===== src/rtl/cache_pkg.sv =====
// Shared types, default parameters and derived-width helpers for the cache fill engine.
// Latency: n/a (types and constants only).
// Backpressure: n/a.
package cache_pkg;

  localparam int DEF_ADDR_W          = 16;
  localparam int DEF_DATA_W          = 16;
  localparam int DEF_WORDS_PER_BLOCK = 8;
  localparam int DEF_MEM_LATENCY     = 4;

  typedef enum logic {
    IDLE = 1'b0,
    FILL = 1'b1
  } fill_state_t;

  // Bytes in one memory word.
  function automatic int bytes_per_word(input int data_w);
    return data_w / 8;
  endfunction

  // Width of the byte offset inside one cache block.
  function automatic int block_off_w(input int data_w, input int words);
    return $clog2(words * (data_w / 8));
  endfunction

endpackage


===== src/rtl/fill_counter.sv =====
// Saturating up-counter with synchronous clear; at_limit flags cnt == LIMIT.
// Latency: count visible the cycle after an enabled increment.
// Backpressure: none; increments past LIMIT are dropped.
module fill_counter #(
  parameter int WIDTH = 4,
  parameter int LIMIT = 8
) (
  input  logic             clk,
  input  logic             rst_n,
  input  logic             clr,
  input  logic             inc,
  output logic [WIDTH-1:0] cnt,
  output logic             at_limit
);

  assign at_limit = (cnt == WIDTH'(LIMIT));

  // Clear wins over increment; the count holds once it reaches LIMIT.
  always_ff @(posedge clk or negedge rst_n) begin
    if (!rst_n) begin
      cnt <= '0;
    end else if (clr) begin
      cnt <= '0;
    end else if (inc && !at_limit) begin
      cnt <= cnt + WIDTH'(1);
    end
  end

endmodule


===== src/rtl/cache_fill_fsm.sv =====
// Block refill engine: on a miss, issues one read per cycle for the block and steers returns into the data array.
// Latency: busy for WORDS_PER_BLOCK+MEM_LATENCY cycles after the miss is accepted; tag written on the last return.
// Backpressure: none toward memory; the pipeline is stalled through fsm_busy, and misses during a fill are ignored.
module cache_fill_fsm
  import cache_pkg::*;
#(
  parameter int ADDR_W          = DEF_ADDR_W,
  parameter int DATA_W          = DEF_DATA_W,
  parameter int WORDS_PER_BLOCK = DEF_WORDS_PER_BLOCK,
  parameter int MEM_LATENCY     = DEF_MEM_LATENCY
) (
  input  logic                               clk,
  input  logic                               rst_n,
  input  logic                               miss_detected,
  input  logic [ADDR_W-1:0]                  miss_address,
  input  logic                               memory_data_valid,
  input  logic [DATA_W-1:0]                  memory_data,
  output logic                               fsm_busy,
  output logic                               mem_en,
  output logic [ADDR_W-1:0]                  memory_address,
  output logic                               write_data_array,
  output logic [$clog2(WORDS_PER_BLOCK)-1:0] fill_word,
  output logic [DATA_W-1:0]                  fill_data,
  output logic                               write_tag_array
);

  localparam int BYTES = bytes_per_word(DATA_W);
  localparam int OFF_W = block_off_w(DATA_W, WORDS_PER_BLOCK);
  localparam int IDX_W = $clog2(WORDS_PER_BLOCK);
  // One extra bit so the counters can sit at WORDS_PER_BLOCK.
  localparam int CNT_W = IDX_W + 1;
  localparam logic [ADDR_W-1:0] OFF_MASK = ADDR_W'((64'd1 << OFF_W) - 64'd1);

  // Reject parameter sets the address and counter arithmetic cannot handle.
  if (DATA_W % 8 != 0) begin : g_bad_data_w
    $error("DATA_W must be a multiple of 8");
  end
  if ((WORDS_PER_BLOCK < 2) || ((WORDS_PER_BLOCK & (WORDS_PER_BLOCK - 1)) != 0)) begin : g_bad_words
    $error("WORDS_PER_BLOCK must be a power of 2 and at least 2");
  end
  if (MEM_LATENCY < 1) begin : g_bad_latency
    $error("MEM_LATENCY must be at least 1");
  end

  fill_state_t       state;
  logic [ADDR_W-1:0] base;
  logic [CNT_W-1:0]  issue_cnt;
  logic [CNT_W-1:0]  recv_cnt;
  logic              issue_done;
  logic              recv_done;
  logic              in_fill;
  logic              last_word;

  // Counters are held clear while idle so a new fill always starts from word 0.
  fill_counter #(.WIDTH(CNT_W), .LIMIT(WORDS_PER_BLOCK)) u_issue_cnt (
    .clk      (clk),
    .rst_n    (rst_n),
    .clr      (!in_fill),
    .inc      (in_fill),
    .cnt      (issue_cnt),
    .at_limit (issue_done)
  );

  fill_counter #(.WIDTH(CNT_W), .LIMIT(WORDS_PER_BLOCK)) u_recv_cnt (
    .clk      (clk),
    .rst_n    (rst_n),
    .clr      (!in_fill),
    .inc      (write_data_array),
    .cnt      (recv_cnt),
    .at_limit (recv_done)
  );

  assign in_fill        = (state == FILL);
  assign fsm_busy       = in_fill;
  assign mem_en         = in_fill && !issue_done;
  // base is block-aligned, so adding the word offset never carries out of the block.
  assign memory_address = mem_en ? (base + ADDR_W'(issue_cnt) * ADDR_W'(BYTES)) : '0;

  // Returns are only accepted during a fill and until the whole block has arrived.
  assign write_data_array = in_fill && memory_data_valid && !recv_done;
  assign fill_word        = write_data_array ? recv_cnt[IDX_W-1:0] : '0;
  assign fill_data        = memory_data;
  assign last_word        = write_data_array && (recv_cnt == CNT_W'(WORDS_PER_BLOCK - 1));
  assign write_tag_array  = last_word;

  // Fill control: latch the aligned block address on a miss, return to idle on the last word.
  always_ff @(posedge clk or negedge rst_n) begin
    if (!rst_n) begin
      state <= IDLE;
      base  <= '0;
    end else begin
      case (state)
        IDLE: begin
          if (miss_detected) begin
            state <= FILL;
            base  <= miss_address & ~OFF_MASK;
          end
        end
        FILL: begin
          if (last_word) begin
            state <= IDLE;
          end
        end
        default: state <= IDLE;
      endcase
    end
  end

endmodule


===== config.mk =====
export PLATFORM = sky130hd
export DESIGN_NAME = cache_fill_fsm
export DESIGN_NICKNAME = d
export VERILOG_FILES = /design/src/rtl/cache_pkg.sv /design/src/rtl/fill_counter.sv /design/src/rtl/cache_fill_fsm.sv
export SDC_FILE = /design/constraint.sdc
export NUM_CORES = 1
export LEC_CHECK = 0
export ABC_AREA = 1
export CAP_MARGIN = 20
export CORE_MARGIN = 10
export CORE_UTILIZATION = 37
export CTS_BUF_LIST = sky130_fd_sc_hd__clkbuf_8
export CTS_CLUSTER_DIAMETER = 50
export DETAILED_ROUTE_END_ITERATION = 10
export HOLD_SLACK_MARGIN = 0.15
export PLACE_DENSITY = 0.82
export SLEW_MARGIN = 20
export SYNTH_ARGS = -nofsm -noshare
export SYNTH_HDL_FRONTEND = slang
export SYNTH_SLANG_ARGS = --single-unit
export TNS_END_PERCENT = 20

===== constraint.sdc =====
create_clock -name clk -period 1.45 [get_ports clk]
set_clock_uncertainty 0.1 [all_clocks]
set_input_delay 0.2175 -clock clk [delete_from_list [all_inputs] [get_ports clk]]
set_output_delay 0.2175 -clock clk [all_outputs]
set_load 0.02 [all_outputs]

==> results.json, run 1 <==
{
  "synth_top_area_frac": 0.3665,
  "dieArea_mm2": 0.006765,
  "yosys-top-cells-area": "dfrtp_1, buf_4, nor2_1",
  "portBuffers": 37,
  "p_leak_nw": 1.198,
  "p_switching_mw": 2.533,
  "yosys_warnings": 0,
  "startpoint": "u_issue_cnt.cnt[3]",
  "synth.distinct_cells": 23,
  "design_area_mm2": 0.002277,
  "multi_input_area_um2": 825.8,
  "crit_type": "flip-flop to output pin",
  "min_path_type": "input port to asynchronous set/reset pin",
  "r2r_cells": 8,
  "drt_iter0_drc": 149,
  "finalCritPeriodShare": 1.371,
  "placed_area_mm2": 0.002047,
  "first_global_vias": 1444,
  "worst_ep_required_time_ns": 1.13,
  "endpoint_kind": "output pin",
  "final-hold-violation-count": 0,
  "cts_buffers": 3,
  "rows": 22,
  "cp_top_family": "simple AND/OR/NAND/NOR gates",
  "p_sw_frac": 0.4611,
  "yosys.area.top_type": "dfrtp_1",
  "cap_violations": 0,
  "nNetsFinal": 303,
  "slew_viol_final": 0,
  "synth_cells": 185,
  "path_clk_slew_ns": 0.07,
  "fin_util": 0.6128,
  "rrSetupSlack_ns": 0.01,
  "setup_viol": 20,
  "worst_ir_drop_vdd_v": 0.001154,
  "critical_path_buf_inv_count": 2,
  "vias": 1504,
  "r2r_start": "u_issue_cnt.cnt[0]",
  "area_delta_synth_final_pct": 58.81,
  "p_seq_frac": 0.221,
  "p_clk_frac": 0.066,
  "drive_above_1_share": 0.4654,
  "cts_sinks": 21,
  "synthesis.nets": 227,
  "drc_errors": 0,
  "rr_endpoint": "u_issue_cnt.cnt[1]",
  "clock_latency_ns": 0.26,
  "total_power_mw": 5.493,
  "seq_area_um2": 528.0,
  "async_reset_ff_frac": 1.000,
  "grt_pass1_wl_mm": 6.844,
  "setup.worst_path.start_class": "flip-flop",
  "ys_ff_latch": 21,
  "clock_path_buffers": 2,
  "fill_cells": 303,
  "fmax_mhz": 502.9,
  "yosysSeqAreaShare": 0.3665,
  "routed_wl_mm": 4.621,
  "grt_usage": 0.1271,
  "tritoncts": "done",
  "slowest_delay_ns": 0.45,
  "layout_setup_ws_ns": -0.5383,
  "power.internal_mw": 2.960,
  "start_util": 0.3859,
  "fp.dieH_um": 82.25,
  "combPwrFrac": 0.713,
  "wl_per_cell_um": 15.00,
  "hpwl_mm": 2.960,
  "die_w_um": 82.25,
  "timing.critical_path.arrival_ns": 1.67,
  "drt_first_pass_iters": 4,
  "pre_cts_ws_ns": -0.7498,
  "cts_hold_buf": 0,
  "hold_ws_ns": 0.2109,
  "grt_max_degree": 22,
  "dp.cells": 291,
  "final_cells": 308,
  "netlist_area_mm2": 0.001434,
  "outcome": "finished, violations left",
  "power_density_mw_per_mm2": 2412,
  "violations": "setup timing",
  "coreArea_mm2": 0.003716,
  "yosys.cell_count.top_type": "nor2_1",
  "grt-ovfl-total": 0,
  "crit_fanout": 6,
  "via_per_inst": 4.883,
  "final.min_clock_period_ns": 1.988,
  "num_antenna_cells": 0,
  "slowest_stage": "dfrtp_1",
  "synth_edf_count": 0,
  "io_pins": 75,
  "synth_area_per_cell_um2": 7.751,
  "setup-tns-final_ns": -7.338,
  "antenna_found_initial": 0,
  "crit_chain": "ha_2 -> nand2_4 -> nor2_4 -> nand3_2 -> nand2_1 -> inv_1 -> nor2_1 -> buf_4",
  "netlist_top_cells_count": "nor2_1, nand2_1, inv_1",
  "place_congestion": 0.7964,
  "synth_ff_type": "dfrtp_1",
  "antenna_left": 0,
  "rsz0062_at_grt": "yes",
  "cts-root-buf": "clkbuf_8",
  "cts-htree-levels": 1
}
[power groups by stage]
stage	sequential [mW]	clock (mW)	combinational, mW
6_report	1.21	0.363	3.92
5_1_grt	1.24	0.392	4.20
2_1_floorplan	1.11	0	1.78
3_5_place_dp	1.13	0	3.44
4_1_cts	1.13	0.374	3.61
3_3_place_gp	1.11	0	3.36
[cells by family (layout without fill, tap and decap cells)]
family	count (synthesis)	after routing	synth area share
simple gates	83	84	0.2609
buf+inv	43	117	0.1728
compound gates	21	21	0.07330
flops	21	21	0.3665
fa+ha+maj	6	6	0.05235
mux	6	6	0.04712
xor+xnor	4	4	0.02444
other cells	1	1	0.002615
[area by class of cell]
cell class	instances	share of cell area
clock inverter	1	0.001648
sequential	21	0.2319
multi-input combinational	122	0.3626
clock buffer	3	0.01813
timing repair buffer	90	0.3214
inverter	23	0.03791
tap	48	0.02637
[repair_timing]
action,4_1_cts,5_1_grt
buffers inserted,8,4
gates cloned,1,0
gates resized for setup,124,23
pin swaps,8,9
hold endpoints to repair,0,0
endpoints found under the setup margin,25,25
[sequential cells by signal, summed over array words and instances, names as in the netlist]
| name | cells |
|---|---|
| base | 12 |
| fsm_busy | 1 |
| u_issue_cnt.cnt | 4 |
| u_recv_cnt.cnt | 4 |
[worst reg2reg max path: stages (launching register included)]
cell	delay, ns
dfrtp_1	0.40
inv_2	0.10
ha_4	0.15
nand2_4	0.05
nor2_4	0.18
nor2_4	0.08
buf_4	0.14
nand2_2	0.06
o21ai_1	0.07
[worst max path at each step]
stage,cells after the start,slack [ns],endpoint
floorplan,8,-0.19,memory_address[10]
global placement,9,-0.66,memory_address[13]
detailed placement,9,-0.75,memory_address[12]
CTS,8,-0.45,memory_address[11]
global route,8,-0.59,memory_address[14]
finish,8,-0.54,memory_address[14]
[routing by layer]
| metal | GRT usage | vias to the layer above | share of wire | routed length [µm] |
|---|---|---|---|---|
| met3 | 0.02700 | 13 | 0.074 | 340 |
| li1 | - | 718 | - | - |
| met4 | 0.05952 | 0 | 0.027 | 127 |
| met5 | 0 | - | 0 | 0 |
| met2 | 0.2115 | 63 | 0.52 | 2380 |
| met1 | 0.1527 | 710 | 0.38 | 1772 |
[cells in the final DEF, fill, tap and decap left out, types with 2 or more instances in the layout]
cell	count
a21oi_1	9
buf_2	2
buf_4	66
buf_6	6
clkbuf_8	3
clkdlybuf4s50_1	14
dfrtp_1	19
dfrtp_2	2
ha_1	2
ha_2	2
ha_4	2
inv_1	19
inv_2	5
mux2_2	6
nand2_1	24
nand2_2	5
nand2_4	4
nand3_1	4
nand3_2	4
nand4_1	3
nor2_1	27
nor2_4	8
o21ai_0	6
o21ai_1	4
xor2_1	3
Note: power is estimated with default switching activity, not from simulation.
==> run 2: changes to the inputs <==
PLACE_DENSITY = 0.81   (was 0.82)
SYNTH_HIERARCHICAL = 1   (was not set)
clock period = 1.8 ns   (was 1.45 ns; I/O delays follow)
==> results.json, run 2 <==
{
  "power.internal_mw": 2.206,
  "synth_top_area_frac": 0.3553,
  "grt_max_degree": 22,
  "worst_ep_required_time_ns": 1.43,
  "p_clk_frac": 0.077,
  "grt_usage": 0.1058,
  "final_common_cell": "buf_4",
  "layout_setup_ws_ns": -0.2394,
  "startpoint": "u_issue_cnt/cnt[0]",
  "num_antenna_cells": 0,
  "r2r_start": "u_recv_cnt/cnt[1]",
  "clock_path_buffers": 2,
  "rows": 22,
  "fill_cells": 354,
  "multi_input_area_um2": 790.8,
  "power_density_mw_per_mm2": 1786,
  "fin_util": 0.5866,
  "netlist_top_cells_count": "nand2_1, nor2_1, inv_1",
  "p_leak_nw": 1.157,
  "drive_above_1_share": 0.3726,
  "synth_edf_count": 0,
  "final_cell_mix": "buf_4, nand2_1, inv_1",
  "total_power_mw": 3.952,
  "path_clk_slew_ns": 0.08,
  "coreArea_mm2": 0.003771,
  "hpwl_mm": 2.842,
  "top_register": "base",
  "synth.distinct_cells": 17,
  "area_delta_synth_final_pct": 49.58,
  "placed_area_mm2": 0.002041,
  "portBuffers": 37,
  "p_switching_mw": 1.746,
  "cap_violations": 0,
  "yosys-top-cells-area": "dfrtp_1, buf_4, nand2_1",
  "synth_area_per_cell_um2": 7.214,
  "fmax_mhz": 490.4,
  "vias": 1449,
  "antenna_found_initial": 0,
  "cts-root-buf": "clkbuf_8",
  "synthesis.nets": 247,
  "cts_buffers": 3,
  "final.min_clock_period_ns": 2.039,
  "drc_errors": 0,
  "synth_cells": 205,
  "cts-htree-levels": 1,
  "final-hold-violation-count": 0,
  "first_global_vias": 1435,
  "yosys.area.top_type": "dfrtp_1",
  "fp.dieH_um": 83.22,
  "min_path_type": "input port to asynchronous set/reset pin",
  "rsz0062_at_grt": "yes",
  "setup_viol": 21,
  "via_per_inst": 4.659,
  "wl_per_cell_um": 12.24,
  "async_reset_ff_frac": 1.000,
  "nNetsFinal": 306,
  "antenna_left": 0,
  "drt_iter0_drc": 52,
  "crit_fanout": 2,
  "slew_viol_final": 0,
  "timing.critical_path.arrival_ns": 1.67,
  "die_w_um": 83.22,
  "place_congestion": 0.7795,
  "endpoint_kind": "output pin",
  "seq_area_um2": 525.5,
  "dieArea_mm2": 0.006926,
  "yosys_warnings": 6,
  "netlist_area_mm2": 0.001479,
  "top_regs": "base x12, u_issue_cnt/cnt x4, u_recv_cnt/cnt x4",
  "outcome": "finished, violations left",
  "cts_sinks": 21,
  "violations": "setup timing",
  "clock_latency_ns": 0.27,
  "crit_type": "flip-flop to output pin",
  "drt_first_pass_iters": 4,
  "worst_ir_drop_vdd_v": 0.0005944,
  "grt-ovfl-total": 0,
  "p_sw_frac": 0.4418,
  "ys_ff_latch": 21,
  "setup.worst_path.start_class": "flip-flop",
  "combPwrFrac": 0.710,
  "grt_pass1_wl_mm": 6.348,
  "design_area_mm2": 0.002212,
  "finalCritPeriodShare": 1.133,
  "p_seq_frac": 0.213,
  "yosysSeqAreaShare": 0.3553,
  "tritoncts": "done",
  "synth_ff_type": "dfrtp_1",
  "largest_reg_flops": 12,
  "pre_cts_ws_ns": -0.4879,
  "io_pins": 75,
  "routed_wl_mm": 3.807,
  "start_util": 0.3922,
  "r2r_cells": 11
}
run 2: cell types whose count changed in the layout (fill, tap and decap cells not counted), sizes merged, moves of 2 or more:
cell    previous run  this run
nor2              36        39
nand2             33        38
nand3b             0         2
inv               24        33
nand4              3         8
o21ai             11         6
nor3               2         0
xor2               3         0
a31oi              0         3
nand3              9        12
buf               74        57
run 2: path summary, 6_finish.rpt:
check	endpoint	slack, ns
worst min-delay path	base[8]	0.24
worst max-delay path	memory_address[3]	-0.24
min in group clk	fill_data[15]	0.44
worst min register to register	base[4]	0.46
max in group asynchronous	base[7]	1.14
worst max register to register	u_recv_cnt/cnt[3]	0.10
run 2: area by class of cell:
class / instances / area share
Clock buffer: 3 / 0.01867
Clock inverter: 1 / 0.001697
Inverter: 33 / 0.05769
Multi-Input combinational cell: 132 / 0.3575
Sequential cell: 21 / 0.2376
Tap cell: 48 / 0.02715
Timing Repair Buffer: 73 / 0.2998
run 2: logic make-up after synthesis:
logic type / share of synthesized area
and+or+nand+nor: 0.2953
other: 0.002536
AOI/OAI and AO/OA: 0.07022
buffers and inverters: 0.1802
adders and majority gates: 0.05076
DFF: 0.3553
muxes: 0.04568
run 2: routing by layer:
layer	vias to the layer above	GRT usage	routed length (µm)
li1	745	-	-
met1	664	0.1077	1542
met2	33	0.1899	1929
met3	7	0.03613	265
met4	0	0.04615	70
met5	-	0	0
run 2: repair_timing:
action,4_1_cts,5_1_grt
setup buffers,7,2
pin swaps,7,6
resized for setup,120,22
hold buffers,0,0
setup endpoints to repair,21,26
run 2: power groups by stage:
stage	sequential, mW	clock, mW	combinational, mW
final	0.842	0.304	2.81
after global routing	0.879	0.336	3.08
after CTS	0.837	0.317	2.68
after detailed placement	0.851	0	2.54
after global placement	0.840	0	2.47
after floorplan	0.889	0	1.41
run 2: worst max-delay path: stages (launching register included):
cell	delay (ns)
dfrtp_1	0.36
inv_2	0.06
ha_4	0.16
nand3b_1	0.13
inv_2	0.07
nor2_4	0.14
clkinvlp_4	0.13
buf_6	0.14
nor2_4	0.09
buf_6	0.12
run 2: through the flow:
stage,cells,setup TNS [ns],hold WS (ns)
2_1_floorplan,205,-0.09212,-0.1256
3_3_place_gp,298,-7.274,0.4277
3_5_place_dp,298,-7.998,0.4401
4_1_cts,309,-3.457,0.2480
5_1_grt,311,-5.482,0.2669
6_report,311,-3.304,0.2419
==> run 3: changes to the inputs <==
GPL_TIMING_DRIVEN = 0   (was not set)
==> results.json, run 3 (synthesis gave the netlist of run 2 again) <==
{
  "outcome": "finished, violations left",
  "violations": "setup timing",
  "design_area_mm2": 0.002341,
  "grt-ovfl-total": 0,
  "layout_setup_ws_ns": -0.3163,
  "use_met1": 0.1341,
  "r2r_cells": 14,
  "use_met3": 0.04688,
  "final_cell_mix": "buf_4, nand2_1, clkdlybuf4s50_1",
  "drc_errors": 0,
  "crit_chain": "inv_2 -> ha_4 -> nand3b_1 -> inv_2 -> nor2_4 -> buf_6 -> clkinvlp_4 -> nor2_4 -> buf_6",
  "antenna_left": 0,
  "nNetsFinal": 327,
  "critical_path_buf_inv_count": 5,
  "routed_wl_mm": 4.566,
  "slew_viol_final": 0,
  "rrSetupSlack_ns": -0.30,
  "placed_area_mm2": 0.002132,
  "num_antenna_cells": 0,
  "path_clk_slew_ns": 0.08,
  "hpwl_mm": 3.152,
  "cts_buffers": 3,
  "rsz0062_at_grt": "yes",
  "clock_path_buffers": 2,
  "rows": 22,
  "place_congestion": 0.7979,
  "worst_ir_drop_vdd_v": 0.0006428,
  "drive_above_1_share": 0.3592,
  "start_util": 0.3922,
  "cts-root-buf": "clkbuf_8",
  "drt_iter0_drc": 78,
  "cts_sinks": 21,
  "fp.dieH_um": 83.22,
  "die_w_um": 83.22,
  "power_density_mw_per_mm2": 1598,
  "clock_latency_ns": 0.26,
  "max_slew_margin": 0.3745,
  "setup_viol": 23,
  "cts_hold_buf": 0,
  "final_common_cell": "buf_4",
  "grt_usage": 0.1259,
  "wl_per_cell_um": 13.75,
  "grt_max_degree": 22,
  "antenna_found_initial": 0,
  "r2r_start": "u_issue_cnt/cnt[0]",
  "final-hold-violation-count": 0,
  "seq_area_um2": 529.3,
  "cp_top_family": "buffers and inverters",
  "cap_violations": 0,
  "slowest_delay_ns": 0.37,
  "portBuffers": 53,
  "crit_fanout": 5,
  "vias": 1584,
  "endpoint_kind": "output pin",
  "area_delta_synth_final_pct": 58.29,
  "setup.worst_path.start_class": "flip-flop",
  "total_power_mw": 3.742,
  "min_path_type": "input port to asynchronous set/reset pin",
  "coreArea_mm2": 0.003771,
  "via_per_inst": 4.771,
  "rr_endpoint": "u_issue_cnt/cnt[1]",
  "grt_pass1_wl_mm": 7.452,
  "fill_cells": 340,
  "drt_first_pass_iters": 4,
  "finalCritPeriodShare": 1.176,
  "slowest_stage": "dfrtp_1",
  "use_met2": 0.2214,
  "p_leak_nw": 1.215,
  "first_global_vias": 1590,
  "final.min_clock_period_ns": 2.116,
  "cts-htree-levels": 1,
  "io_pins": 75,
  "worst_ep_required_time_ns": 1.43,
  "timing.critical_path.arrival_ns": 1.75,
  "fmax_mhz": 472.5,
  "multi_input_area_um2": 767.0,
  "dieArea_mm2": 0.006926,
  "worstMarginPinSlew_ns": 0.9353,
  "largest_reg_flops": 12,
  "top_register": "base",
  "pre_cts_ws_ns": -0.7216,
  "crit_type": "flip-flop to output pin",
  "setup-tns-final_ns": -4.942,
  "tritoncts": "done",
  "grt.busiest_layer": "met2",
  "top_regs": "base x12, u_issue_cnt/cnt x4, u_recv_cnt/cnt x4"
}
## run 3: cell count changes in the layout (fill, tap and decap cells not counted), moves of 3 or more
cell | previous run | this run
buf_2 | 0 | 4
buf_4 | 40 | 48
buf_6 | 16 | 9
clkdlybuf4s50_1 | 15 | 31
dfrtp_1 | 21 | 18
dfrtp_2 | 0 | 3
o21ai_0 | 2 | 6
o21ai_1 | 3 | 0
## run 3: through the flow
step / utilization / hold WS [ns] / cells
finish: 0.6208 / 0.4267 / 332
global route: 0.6208 / 0.4733 / 332
CTS: 0.6068 / 0.4475 / 326
detailed placement: 0.5654 / 0.4363 / 306
global placement: 0.5654 / 0.4230 / 306
floorplan: - / -0.1256 / 205
## run 3: how the worst max path moves through the flow
stage | start | end | slack (ns) | cells after the start
final | u_issue_cnt/cnt[0] | memory_address[1] | -0.32 | 9
after global routing | u_issue_cnt/cnt[0] | memory_address[1] | -0.42 | 9
after CTS | u_issue_cnt/cnt[0] | memory_address[3] | -0.33 | 9
after detailed placement | u_issue_cnt/cnt[0] | memory_address[1] | -0.72 | 9
after global placement | u_issue_cnt/cnt[0] | memory_address[1] | -0.72 | 9
after floorplan | u_issue_cnt/cnt[0] | memory_address[1] | -0.04 | 8
## run 3: layout make-up
cell class              count  share of cell area
multi-input cells         132              0.3276
repair buffers             75              0.2843
flip-flops and latches     21              0.2261
plain buffers              19             0.06253
inverters                  33             0.05452
well taps                  48             0.02565
clock buffers               3             0.01764
clock inverters             1            0.001603
## run 3: metal layers
layer / routed length, µm / up-vias / part of all wire
li1: - / 787 / -
met1: 1854 / 739 / 0.41
met2: 2337 / 49 / 0.51
met3: 304 / 9 / 0.067
met4: 70 / 0 / 0.015
met5: 0 / - / 0
## run 3: repair_timing
item | in CTS | in global routing
pin swaps | 4 | 8
resized for setup | 106 | 16
setup endpoints to repair | 26 | 27
gates cloned | 1 | 0
setup buffers | 15 | 6
## run 3: where the power goes
group          switching [mW]  internal (mW)
Clock                   0.151          0.152
Sequential              0.226          0.697
Combinational            1.36           1.16
Total                    1.73           2.01
==> RTL edit 1: new RTL, config.mk and constraints of run 3 <==
Change the package constant `DEF_DATA_W` from 16 to 32.
--- a/src/rtl/cache_pkg.sv
+++ b/src/rtl/cache_pkg.sv
@@ -5,5 +5,5 @@
 
   localparam int DEF_ADDR_W          = 16;
-  localparam int DEF_DATA_W          = 16;
+  localparam int DEF_DATA_W          = 32;
   localparam int DEF_WORDS_PER_BLOCK = 8;
   localparam int DEF_MEM_LATENCY     = 4;
Interface: changed (resized fill_data and memory_data); port bits go from 75 to 107. The function was not compared with the original's and may differ.
==> RTL edit 1 against run 3 <==
The run still ends with setup timing left; sequential cell count decreased by 1; sequential power increased by 0.5%; final area increased by 8.1%; routed wire length increased by 1.6%; worst setup slack improved by 53 ps; synthesized area increased by 2.5%; maximum frequency increased by 2.6%; power increased by 12%.
==> RTL edit 1: results (changes against run 3) <==
hp-class: "input port to async pin"  # unchanged
dp_worst_setup_slack_ps: -768  # was -722 ps
violations: "setup timing"  # unchanged
yosys_warnings: 6  # unchanged
setup_viol: 23  # unchanged
p_seq_w: 0.000928  # was 0.000923 W
worst-path-max-fanout: 3  # was 5
p_sw_share_pct: 45.0  # was 46.3%
clockBufferDepth: 2  # unchanged
vias: 1545  # was 1,584
grtUsageTotal_pct: 12.1  # was 12.6%
synthTopCellsByArea: "dfrtp_1 (33%), buf_4 (17%), nand2_1 (7.9%), nor2_1 (7.9%), inv_1 (6.4%)"  # was dfrtp_1 (36%), buf_4 (9.6%), nand2_1 (9.1%), nor2_1 (9.1%), inv_1 (8.4%)
async_flop_share_pct: 100  # unchanged
layout.nets: 348  # was 327
io_buffers: 67  # was 53
ys_seq_area_share_pct: 33.0  # was 35.5%
ctsHtreeMaxLevel: 1  # unchanged
dp_cells: 318  # was 306
finalWirelength_um: 4640  # was 4570 um
place_congestion: 0.787  # was 0.798
nFillCells: 336  # was 340
slew_headroom_pct: 39.8  # was 37.5%
cts_setup_buffers: 16  # was 15
p_per_area_mw_per_mm2: 1650  # was 1600 mW/mm^2
peakVddDrop_uv: 872  # was 643 uV
grt_pass1_wl_um: 7340  # was 7450 um
grt_max_degree: 21  # was 22
n_antenna_cell: 0  # unchanged
setup_tns_ps: -3910  # was -4940 ps
setup_ws_ps: -263  # was -316 ps
drive_gt1_share_pct: 39.1  # was 35.9%
reg.largest.list: "base (11), u_issue_cnt/cnt (4), u_recv_cnt/cnt (4)"  # was base (12), u_issue_cnt/cnt (4), u_recv_cnt/cnt (4)
post_cts_resized: 127  # was 106
drt_iter0_markers: 60  # was 78
combPwrFrac_pct: 67.2  # about the same
viasPerCell: 4.56  # was 4.77
antenna_found_initial: 0  # unchanged
clock_latency_ps: 250
cts-root-buf: "clkbuf_8"  # unchanged
cp-startpoint: "u_issue_cnt/cnt[1]"  # was u_issue_cnt/cnt[0]
cp.arrival_ps: 1690  # was 1750 ps
leakagePower_nw: 1.29  # was 1.22 nW
cts_buffers: 3  # unchanged
ys_types: 20  # was 17
synth_common_cells: "buf_4 (34), nand2_1 (32), nor2_1 (32)"  # was nand2_1 (36), nor2_1 (36), inv_1 (33)
hpwl_um: 3600  # was 3150 um
postPlaceCellArea_mm2: 0.00228  # was 0.00213 mm^2
status: "finished, violations left"  # unchanged
netlist_instances: 200  # was 205
RTL edit 1: cell types whose count changed after synthesis, moves of 2 or more:
cell | run 3 | this run
buf_4 | 19 | 34
inv_1 | 33 | 26
nand2_1 | 36 | 32
nor2_1 | 36 | 32
a21oi_1 | 11 | 9
nand4_1 | 8 | 6
mux2_4 | 0 | 3
o21ai_0 | 6 | 4
nand2_2 | 2 | 0
RTL edit 1: path summary, 6_finish.rpt:
kind                            slack [ps]                 end  cells past startpoint
worst max-delay path                  -260   memory_address[7]                      9
worst max register to register        -180  u_issue_cnt/cnt[0]                     13
max in group asynchronous              570   u_recv_cnt/cnt[0]                      1
worst min register to register         430             base[5]                      1
worst min-delay path                   420            base[10]                      1
min in group clk                       430             base[5]                      1
RTL edit 1: area by class of cell:
cell class	count	area, um^2	share of cell area, %
Timing Repair Buffer	84	782	30.9
Multi-Input combinational cell	119	739	29.2
Sequential cell	20	502	19.8
Buffer	35	267	10.5
Inverter	27	108	4.25
Tap cell	50	62.6	2.47
Clock buffer	3	41.3	1.63
Clock inverter	1	30.0	1.19
RTL edit 1: kinds of logic after synthesis:
family	share of synthesized area (%)
adders and majority gates	4.95
AOI/OAI and AO/OA	5.12
and+or+nand+nor	25.5
muxes	6.69
DFF	33.0
buffers and inverters	24.4
other	0.247
RTL edit 1: per-layer routing:
layer	global-route usage [%]	wire length (um)	up-vias	part of all wire [%]
li1	-	-	774	-
met1	12.7	1830	704	39
met2	22.4	2370	63	51
met3	4.49	411	4	8.9
met4	2.74	33	0	0.71
met5	0	0	-	0
RTL edit 1: critical path, stage by stage (launching register included):
cell and delay (ps):
dfrtp_1 380, inv_2 60, ha_4 160, nand3b_1 110
inv_2 60, nor2_4 140, buf_6 120, o21ai_0 100
a21oi_2 170, buf_6 140
==> RTL edit 2: new RTL, flow settings as in run 3 <==
Made on the original files. Reset style: synchronous (`rst_n`), changed in 2 clocked blocks.
--- a/src/rtl/fill_counter.sv
+++ b/src/rtl/fill_counter.sv
@@ -17,5 +17,5 @@
 
   // Clear wins over increment; the count holds once it reaches LIMIT.
-  always_ff @(posedge clk or negedge rst_n) begin
+  always_ff @(posedge clk) begin
     if (!rst_n) begin
       cnt <= '0;
--- a/src/rtl/cache_fill_fsm.sv
+++ b/src/rtl/cache_fill_fsm.sv
@@ -85,5 +85,5 @@
 
   // Fill control: latch the aligned block address on a miss, return to idle on the last word.
-  always_ff @(posedge clk or negedge rst_n) begin
+  always_ff @(posedge clk) begin
     if (!rst_n) begin
       state <= IDLE;
Check against the original RTL: differs if rst_n is asserted again (counterexample within 4 cycles, from zero or initial values and one cycle with rst_n low); with rst_n held inactive, the same outputs for 10 cycles.
==> RTL edit 2 against run 3 <==
The flow still finishes with violations (setup timing); maximum frequency grew 12%; worst setup slack gained 230 ps; final area shrank 0.64%; die area shrank 2.2%; synthesized cell count grew 11%; sequential cell count is the same; via count grew 7.8%; synthesized area shrank 2.9%; routed wire length is the same; highest routed layer unchanged.
Power is left out: it rests on default switching activity, and per cell area and clock period it moved more than threefold.
==> RTL edit 2: results (changes against run 3) <==
crit_path_end: "memory_address[9]"  # was memory_address[1]
violations: "setup timing"  # unchanged
syn_nets: 270  # was 247
r2r_slack_ps: -80  # was -300 ps
worst-path-max-fanout: 6  # was 5
viasPerCell: 4.78  # was 4.77
grtUsageTotal_pct: 13.4  # was 12.6%
drt_iter0_markers: 57  # was 78
async_flop_share_pct: 0  # was 100%
clock_latency_ps: 250
setup_viol: 17  # was 23
cts-root-buf: "clkbuf_8"  # unchanged
rr_startpoint: "u_issue_cnt/cnt[0]"  # unchanged
r2r-end: "u_issue_cnt/cnt[0]"  # was u_issue_cnt/cnt[1]
drive_gt1_share_pct: 34.0  # was 35.9%
wire_per_inst_um: 12.8  # was 13.8 um
synthTopCellsByArea: "dfxtp_1 (29%), nor2_1 (14%), buf_4 (9.9%), nand2_1 (9.4%), inv_1 (8.9%)"  # was dfrtp_1 (36%), buf_4 (9.6%), nand2_1 (9.1%), nor2_1 (9.1%), inv_1 (8.4%)
grt_pass1_vias: 1656  # was 1,590
setup_ws_ps: -91.0  # was -316 ps
postPlaceCellArea_mm2: 0.00205  # was 0.00213 mm^2
hp-class: "flip-flop to flip-flop"  # was input port to async pin
grt_pass1_wl_um: 7380  # was 7450 um
r2r_cells: 13  # was 14
hold_slack_ps: 375  # was 427 ps
layout.nets: 352  # was 327
clockBufferDepth: 2  # unchanged
place_congestion: 0.772  # was 0.798
grt_max_degree: 12  # was 22
synth_common_cells: "nor2_1 (53), nand2_1 (36), inv_1 (34)"  # was nand2_1 (36), nor2_1 (36), inv_1 (33)
cp.arrival_ps: 1520  # was 1750 ps
hpwl_um: 3140  # was 3150 um
status: "finished, violations left"  # unchanged
RTL edit 2: critical path: stages, from the launching register on:
cell and delay (ps):
dfxtp_4 360, inv_4 40, ha_4 150, nand3_4 60, inv_2 50, nor2_4 150, inv_2 110, nor3_2 190
buf_4 160
RTL edit 2: kinds of logic after synthesis:
family	Yosys count	share of synthesized area, %
AND/OR/NAND/NOR	114	34.6
buffers and inverters	54	19.1
adder cells (fa/ha/maj)	6	5.23
XOR/XNOR	1	0.610
flip-flops	21	29.3
other	1	0.261
AO/OA/AOI/OAI	31	11.0
RTL edit 2: cell type report:
type	instances	area, um^2
buffer	20	150
clock buffer	3	41.3
clock inverter	1	3.75
fill	339	1390
inverter	34	134
multi-input combinational	153	831
sequential	21	448
tap	48	60.1
timing repair buffer	77	658
RTL edit 2: metal layers:
layer	track usage, %	part of all wire (%)	wire (um)	vias up
met5	0	0	0	-
met1	13.8	37	1700	760
li1	-	-	-	865
met3	5.18	13	580	8
met2	24.1	48	2210	75
met4	4.76	1.7	76	0
RTL edit 2: timing repair:
item	in CTS	in global routing
hold endpoints to repair	0	0
endpoints found under the setup margin	22	23
buffers inserted	20	3
gates resized for setup	137	7
cloned	1	0
pin swaps	7	3
RTL edit 2: metrics by stage:
stage                     instances  TNS [ps]  setup slack (ps)  util (%)
after detailed placement        329    -10120              -567      55.2
final                           357      -933             -91.0      62.6
after global routing            357     -2620              -185      62.6
after floorplan                 228      -429             -53.9         -
after CTS                       354      -433             -63.4      61.5
after global placement          329     -9690              -550      55.2
